--- src/rtl/regfile_if.sv ---
// Bundles the write-back, decode read and debug signals of the register file.
interface regfile_if #(
    parameter int DATA_W   = 32,
    parameter int ADDR_W   = 5,
    parameter int NUM_REGS = 2**ADDR_W
);
    logic                we;
    logic [ADDR_W-1:0]   waddr;
    logic [DATA_W-1:0]   wdata;
    logic                re1;
    logic [ADDR_W-1:0]   raddr1;
    logic [DATA_W-1:0]   rdata1;
    logic                re2;
    logic [ADDR_W-1:0]   raddr2;
    logic [DATA_W-1:0]   rdata2;
    logic                dbg_req;
    logic [ADDR_W-1:0]   dbg_addr;
    logic [DATA_W-1:0]   dbg_data;
    logic                dbg_valid;
    logic [NUM_REGS-1:0] dirty;

    modport master (
        output we, waddr, wdata, re1, raddr1, re2, raddr2, dbg_req, dbg_addr,
        input  rdata1, rdata2, dbg_data, dbg_valid, dirty
    );

    modport slave (
        input  we, waddr, wdata, re1, raddr1, re2, raddr2, dbg_req, dbg_addr,
        output rdata1, rdata2, dbg_data, dbg_valid, dirty
    );
endinterface

--- src/rtl/regfile.sv ---
// Two-read/one-write register file with write-through bypass, zero register,
// per-register dirty flags and a single-outstanding registered debug read.
module regfile #(
    parameter int DATA_W   = 32,
    parameter int ADDR_W   = 5,
    parameter int NUM_REGS = 2**ADDR_W
) (
    input logic      clk,
    input logic      rst_n,
    regfile_if.slave bus
);
    typedef enum logic {S_IDLE, S_RESP} state_t;

    logic [DATA_W-1:0]   r_mem [NUM_REGS];
    logic [NUM_REGS-1:0] r_dirty;
    logic [DATA_W-1:0]   r_dbg_data;
    state_t              r_state;
    state_t              w_state_next;
    logic                w_capture;
    logic                w_wr_ok;

    // Lookup slots: 0 = read port 1, 1 = read port 2, 2 = debug (always enabled)
    logic              w_en   [3];
    logic [ADDR_W-1:0] w_addr [3];
    logic [DATA_W-1:0] w_rd   [3];

    assign w_en[0]   = bus.re1;
    assign w_addr[0] = bus.raddr1;
    assign w_en[1]   = bus.re2;
    assign w_addr[1] = bus.raddr2;
    assign w_en[2]   = 1'b1;
    assign w_addr[2] = bus.dbg_addr;

    assign w_wr_ok = bus.we && (bus.waddr != '0);

    generate
        for (genvar gi = 0; gi < 3; gi++) begin : g_rd
            always_comb begin
                w_rd[gi] = '0;
                if (rst_n && w_en[gi] && (w_addr[gi] != '0)) begin
                    if (w_wr_ok && (bus.waddr == w_addr[gi]))
                        w_rd[gi] = bus.wdata;
                    else
                        w_rd[gi] = r_mem[w_addr[gi]];
                end
            end
        end
    endgenerate

    always_ff @(posedge clk or negedge rst_n) begin
        if (!rst_n) begin
            for (int i = 0; i < NUM_REGS; i++) r_mem[i] <= '0;
            r_dirty <= '0;
        end else if (w_wr_ok) begin
            r_mem[bus.waddr]   <= bus.wdata;
            r_dirty[bus.waddr] <= 1'b1;
        end
    end

    always_ff @(posedge clk or negedge rst_n) begin
        if (!rst_n) begin
            r_state    <= S_IDLE;
            r_dbg_data <= '0;
        end else begin
            r_state <= w_state_next;
            if (w_capture) r_dbg_data <= w_rd[2];
        end
    end

    // Requests arriving while a response is showing are dropped, not queued
    always_comb begin
        w_state_next = r_state;
        w_capture    = 1'b0;
        case (r_state)
            S_IDLE: begin
                if (bus.dbg_req) begin
                    w_capture    = 1'b1;
                    w_state_next = S_RESP;
                end
            end
            S_RESP:  w_state_next = S_IDLE;
            default: w_state_next = S_IDLE;
        endcase
    end

    assign bus.rdata1    = w_rd[0];
    assign bus.rdata2    = w_rd[1];
    assign bus.dbg_data  = r_dbg_data;
    assign bus.dbg_valid = (r_state == S_RESP);
    assign bus.dirty     = r_dirty;
endmodule

--- src/flat_wrapper.sv ---
// flat-port wrapper written by rule: the top's interface ports become plain ports
module regfile_flat 
#(
    parameter int DATA_W   = 32,
    parameter int ADDR_W   = 5,
    parameter int NUM_REGS = 2**ADDR_W
)
  (clk, rst_n, bus_we, bus_waddr, bus_wdata, bus_re1, bus_raddr1, bus_re2, bus_raddr2, bus_dbg_req, bus_dbg_addr, bus_rdata1, bus_rdata2, bus_dbg_data, bus_dbg_valid, bus_dirty);
  regfile_if #(.DATA_W(DATA_W), .ADDR_W(ADDR_W), .NUM_REGS(NUM_REGS)) bus_i ();
  input logic clk;
  input logic rst_n;
  input wire logic [$bits(bus_i.we)-1:0] bus_we;
  input wire logic [$bits(bus_i.waddr)-1:0] bus_waddr;
  input wire logic [$bits(bus_i.wdata)-1:0] bus_wdata;
  input wire logic [$bits(bus_i.re1)-1:0] bus_re1;
  input wire logic [$bits(bus_i.raddr1)-1:0] bus_raddr1;
  input wire logic [$bits(bus_i.re2)-1:0] bus_re2;
  input wire logic [$bits(bus_i.raddr2)-1:0] bus_raddr2;
  input wire logic [$bits(bus_i.dbg_req)-1:0] bus_dbg_req;
  input wire logic [$bits(bus_i.dbg_addr)-1:0] bus_dbg_addr;
  output wire logic [$bits(bus_i.rdata1)-1:0] bus_rdata1;
  output wire logic [$bits(bus_i.rdata2)-1:0] bus_rdata2;
  output wire logic [$bits(bus_i.dbg_data)-1:0] bus_dbg_data;
  output wire logic [$bits(bus_i.dbg_valid)-1:0] bus_dbg_valid;
  output wire logic [$bits(bus_i.dirty)-1:0] bus_dirty;
  assign bus_i.we = bus_we;
  assign bus_i.waddr = bus_waddr;
  assign bus_i.wdata = bus_wdata;
  assign bus_i.re1 = bus_re1;
  assign bus_i.raddr1 = bus_raddr1;
  assign bus_i.re2 = bus_re2;
  assign bus_i.raddr2 = bus_raddr2;
  assign bus_i.dbg_req = bus_dbg_req;
  assign bus_i.dbg_addr = bus_dbg_addr;
  assign bus_rdata1 = bus_i.rdata1;
  assign bus_rdata2 = bus_i.rdata2;
  assign bus_dbg_data = bus_i.dbg_data;
  assign bus_dbg_valid = bus_i.dbg_valid;
  assign bus_dirty = bus_i.dirty;
  regfile #(.DATA_W(DATA_W), .ADDR_W(ADDR_W), .NUM_REGS(NUM_REGS)) u_core (.clk(clk), .rst_n(rst_n), .bus(bus_i));
endmodule
--- config.mk ---
export PLATFORM = sky130hd
export DESIGN_NAME = regfile_flat
export DESIGN_NICKNAME = d
export VERILOG_FILES = /design/src/rtl/regfile_if.sv /design/src/rtl/regfile.sv /design/src/flat_wrapper.sv
export SDC_FILE = /design/constraint.sdc
export NUM_CORES = 2
export LEC_CHECK = 0
export ABC_AREA = 0
export BUFFER_PORTS_ARGS = -buffer_cell sky130_fd_sc_hd__buf_2
export CORE_MARGIN = 1
export CORE_UTILIZATION = 40
export CTS_BUF_LIST = sky130_fd_sc_hd__clkbuf_8
export DETAILED_ROUTE_END_ITERATION = 8
export PLACE_DENSITY = 0.61
export SETUP_SLACK_MARGIN = 0.2
export SLEW_MARGIN = 20
export SYNTH_ARGS = -nofsm -noshare
export SYNTH_HDL_FRONTEND = slang
export SYNTH_SLANG_ARGS = --single-unit
--- constraint.sdc ---
create_clock -name clk -period 8.1 [get_ports clk]
set_input_delay 1.62 -clock clk [delete_from_list [all_inputs] [get_ports clk]]
set_output_delay 1.62 -clock clk [all_outputs]
set_load 0.01 [all_outputs]
**Word-level counts from Yosys, hierarchy flattened**

Index checks and enable logic that the tools add are counted.

- Output and inout bits: 129
- Input bits: 58
- Word-level logic and storage cells: 89
- Bits in registers: 1089

- Equality and inequality tests: 3
- Reduce and logical (&&, ||, !) cells: 15
- $lt $le $gt $ge: 7
- Bitwise logic cells: 6
- Multiplexer cells: 23

Operator list:

| kind | count |
|---|---|
| bitwise mux 1024 bit | 1 |
| binary-select mux 32 bit (select 5 bit) | 3 |
| 2-to-1 mux 32 bit | 13 |
| demux 32 bit (select 5 bit) | 1 |
| bitwise OR 32 bit | 1 |
| >= comparator 6 bit (second input constant) | 4 |
| NOT 5 -> 6 bit | 4 |
| nonzero test 5 bit | 4 |
| equality test 5 bit | 3 |
| logical AND 1 bit | 11 |
| less-than comparator 5 x 6 -> 1 bit (second input constant) | 1 |
| less-than comparator 6 x 1 -> 1 bit (second input constant) | 1 |
| demux 1 bit (select 5 bit) | 1 |
| >= comparator 5 x 1 -> 1 bit (second input constant) | 1 |
| 2-to-1 mux 1 bit | 3 |
| one-hot mux 1 bit (2 select lines) | 1 |
| NOT 1 bit | 1 |

**Longest topological paths before layout**

- Word-level depth: 6
- Gate-level depth with buffers: 11
- Mapped depth without buffers: 6

**Worst setup path before layout**

Ideal clock, no wire load.

- Kind: in2out
- Start point: in bus_raddr1[0]
- End point: out bus_rdata1[10]
- Path buffers: 4
- Stages: 8
- Path slack: 2.806 ns
- Required time: 6.480 ns
- Arrival: 3.674 ns
- Path through: buf_2 > buf_2 > buf_1 > mux4_2 > a211oi_1 > nand2_1 > a32o_1 > buf_4

RTL lines:

| what | RTL line | source |
|---|---|---|
| start: declaration | flat_wrapper.sv:16 | `input wire logic [$bits(bus_i.raddr1)-1:0] bus_raddr1;` |
| end: declaration | flat_wrapper.sv:21 | `output wire logic [$bits(bus_i.rdata1)-1:0] bus_rdata1;` |

**Worst setup path in the final report**

- Start point: in bus_waddr[2]
- End point: out bus_rdata1[22]

- Longest elaborated chain between the ends: 5
- Elaborated cells on any way between the ends: 6
- Classes of those cells: 1 x eq/ne; 2 x mux; 3 x reduce/logical

RTL lines:

| what | RTL line | source |
|---|---|---|
| start: declaration | flat_wrapper.sv:13 | `input wire logic [$bits(bus_i.waddr)-1:0] bus_waddr;` |
| nonzero test 5 bit | regfile.sv:34 | `assign w_wr_ok = bus.we && (bus.waddr != '0);` |
| logical AND 1 bit | regfile.sv:34 |  |
| logical AND 1 bit * | regfile.sv:41 | `if (w_wr_ok && (bus.waddr == w_addr[gi]))` |
| 2-to-1 mux 32 bit * | regfile.sv:41 |  |
| 2-to-1 mux 32 bit * | regfile.sv:40 | `if (rst_n && w_en[gi] && (w_addr[gi] != '0)) begin` |

Mark *: on every way between the ends. The rest lies on a longest branch, timed or not.

==> qor.txt <==
Setup Buffers After CTS: 0
count of state elements after synthesis: 1089
y dimension of the die: 405 µm
hold path depth: 0
violation count after the first detailed-routing iteration: 6227
weighted congestion reported at the end of routability-driven placement: 0.881
Hold Fails Final Rpt: 0
antenna violations before repair: 11
depth of the worst register-to-register path: 9
power per standard cell area: 234 nW/µm²
maximum clock skew at final layout: 0.0511 ns
wire length per cell after detailed routing: 36.8 µm
required time worst endpoint: 6.48 ns
clock sinks: 1089
Period minus WS final: 6.52 ns
detail-routed via count per cell: 6.91
initial cell density of the core: 40.3%
area of all placed cells without fillers: 71100 µm²
vias after detailed routing: 46500
count of TritonRoute iterations in the first routing pass: 8
arrival time at the worst endpoint: 4.90 ns
worst hold-check path type: reg -> reg
setup_tns: 0 ns
HPWL after detailed placement: 138000 µm
CTS tree: yes
slew at the pin with the worst max-slew slack: 1.28 ns
Max rail drop VDD: 163 µV
Placed Instance Area: 67200 µm²
proportion of register bits with asynchronous set or reset after synthesis: 100%
count of synthesis-stage warnings from yosys: 0
cell count after synthesis: 4543
fraction of final layout cells with drive strength greater than 1: 49.8%
post-cts resize count: 0
clock latency reported for the late side of the worst-skew pair: 0.98 ns
number of enable flip-flop cells after synthesis: 0
part of the cycle the worst path needs: 80.4%
setup violation total in the final timing report: 0
number of global-route vias before repair: 45900
maximum number of pins on one net before global-route repair: 162
worst setup slack after placement: 1.72 ns
largest buffer count on any clock path: 3
commonest register cell after synthesis: dfrtp_1
die area: 164000 µm²
category of the worst setup path launch point: primary input
share of synthesized area occupied by flip-flops and latches: 42.0%
first-pass GRT wire length: 353000 µm
H-tree depth: 4
number of nets produced by synthesis: 4601
Power, Total: 16600 µW
antenna viol nets, final: 0
critical path class: in -> out
fill count: 14500
final WL: 248000 µm
fin nets: 4485
number of core rows: 147
unrepaired setup endpoints after global routing: false
CTS root buffer: clkbuf_8
Crit Path Max Fanout: 15
Congestion Overflow GR: 0
count of final max-slew check failures: 0
CP endpoint kind: output port
static leakage power: 0.0304 µW
DRC Markers: 0
Core Region: 161000 µm²
Rel. slew slack: 14.3%
reported max-cap violation count: 0
number of distinct standard cells referenced by the synthesized netlist: 53
cell area after synthesis: 64800 µm²
clock slew seen by the registers of the worst setup and hold paths: 0.05 ns
Worst Slack Setup Final: 1.58 ns
number of ports placed on the die boundary: 187
width of the die: 405 µm
global-route total usage across every layer: 30.2%
Achievable Freq: 0.153 GHz
synthesized area per cell: 14.3 µm²
signed area change from the synthesized netlist to the final layout: 9.60%
count of hold-fix buffers inserted at cts: 0
# port buffers: 186
status: completed
number of buffers created by CTS: 185
## per-layer routing
metal | wire length (µm) | GRT usage, % | vias to the layer above | part of all wire, %
met5 | 57 | 0 | - | 0.023
met3 | 27500 | 9.21 | 710 | 11
met1 | 98100 | 41.2 | 24900 | 40
met4 | 12600 | 13.9 | 8 | 5.1
met2 | 110000 | 44.2 | 3106 | 44
li1 | - | - | 17800 | -
## flip-flops by register name (all words and copies together) (netlist names)
register and cells:
u_core.bus.dbg_data 32, u_core.bus.dirty 32, u_core.r_mem 1024, u_core.bus.dbg_valid 1
## synth_stat cells, drive strengths merged (8+ instances only)
cell | n | area share [%]
a2111oi | 16 | 0.28
a211oi | 57 | 0.66
a21oi | 86 | 0.66
a221o | 31 | 0.48
a221oi | 15 | 0.20
a22o | 33 | 0.45
a22oi | 76 | 0.88
a32o | 32 | 0.49
buf | 320 | 2.6
clkbuf | 289 | 1.7
dfrtp | 1089 | 42
mux2 | 1037 | 18
mux2i | 283 | 4.4
mux4 | 638 | 22
nand2 | 99 | 0.57
nand2b | 24 | 0.23
nand3 | 11 | 0.085
nand3b | 8 | 0.093
nor2 | 23 | 0.13
nor2b | 13 | 0.13
nor3 | 28 | 0.22
nor4 | 14 | 0.14
o221ai | 59 | 0.80
o22ai | 182 | 1.8
or2 | 13 | 0.13
or3 | 8 | 0.077
xnor2 | 13 | 0.18
## final timing paths
kind,from,to,slack (ns)
worst max-delay path,bus_waddr[2],bus_rdata1[22],1.58
worst min-delay path,u_core.bus.dirty[0]$_DFFE_PN0P_,u_core.bus.dirty[0]$_DFFE_PN0P_,0.37
worst max register to register,u_core.bus.dbg_valid$_DFF_PN0_,u_core.bus.dbg_data[24]$_DFFE_PN0P_,4.81
worst min register to register,u_core.bus.dirty[0]$_DFFE_PN0P_,u_core.bus.dirty[0]$_DFFE_PN0P_,0.37
max in group asynchronous,rst_n,u_core.r_mem[714]$_DFFE_PN0P_,4.58
min in group asynchronous,rst_n,u_core.r_mem[160]$_DFFE_PN0P_,0.67
## where the power goes
group	internal, µW	switching, µW	total [µW]
clock	2820	2450	5260
sequential	6460	979	7440
combinational	2240	1660	3900
## final cells by class
type	count	area [µm²]	area share, %
clock inverter	93	603	0.849
inverter	4	16.3	0.0229
tap	2160	2700	3.80
timing repair buffer	306	2070	2.91
sequential	1089	27300	38.4
clock buffer	235	3230	4.55
antenna	6	15.0	0.0211
multi-input combinational	2841	35200	49.5
## cell usage in the layout (no fill, tap or decap), types with 6 or more instances in the layout
| cell | synthesis | layout |
|---|---|---|
| a2111oi_1 | 12 | 12 |
| a211oi_1 | 57 | 57 |
| a21oi_1 | 86 | 86 |
| a221o_1 | 31 | 31 |
| a221oi_1 | 15 | 15 |
| a22o_1 | 33 | 33 |
| a22oi_1 | 76 | 76 |
| a32o_1 | 32 | 32 |
| buf_12 | 0 | 12 |
| buf_2 | 139 | 175 |
| buf_4 | 70 | 111 |
| buf_8 | 0 | 8 |
| bufinv_16 | 0 | 7 |
| clkbuf_8 | 0 | 235 |
| clkinv_2 | 0 | 28 |
| dfrtp_1 | 1089 | 1089 |
| diode_2 | 0 | 6 |
| inv_1 | 2 | 53 |
| mux2_1 | 60 | 60 |
| mux2_2 | 977 | 977 |
| mux2i_1 | 283 | 283 |
| mux4_2 | 638 | 638 |
| nand2_1 | 99 | 83 |
| nand2_4 | 0 | 15 |
| nand2b_1 | 24 | 22 |
| nand3_1 | 11 | 9 |
| nand3b_1 | 8 | 8 |
| nor2_1 | 23 | 6 |
| nor2_4 | 0 | 17 |
| nor2b_1 | 13 | 7 |
| nor3_1 | 28 | 27 |
| nor4_1 | 14 | 13 |
| o221ai_1 | 59 | 59 |
| o22ai_1 | 182 | 182 |
| o41ai_1 | 7 | 6 |
| or2_2 | 13 | 13 |
| xnor2_1 | 13 | 13 |
## worst max-delay path: stages
cell	delay (ns)
buf_2	0.20
or3_1	0.42
o31ai_1	0.53
or4_1	0.30
nor2b_4	0.70
buf_4	0.51
a32o_1	0.40
buf_2	0.19
## logic make-up after synthesis
logic type | share of synthesized area, %
buf+inv | 4.27
mux | 44.5
xor+xnor | 0.203
compound gates | 6.89
flops | 42.0
simple gates | 2.05
## per-stage QoR
step	hold slack [ns]	utilization, %	instances
floorplan	0.458	-	4543
global placement	0.362	41.8	6399
detailed placement	0.368	41.8	6399
CTS	0.380	44.2	6727
global route	0.405	44.2	6731
finish	0.372	44.2	6734
(Power assumes the default switching activity.)
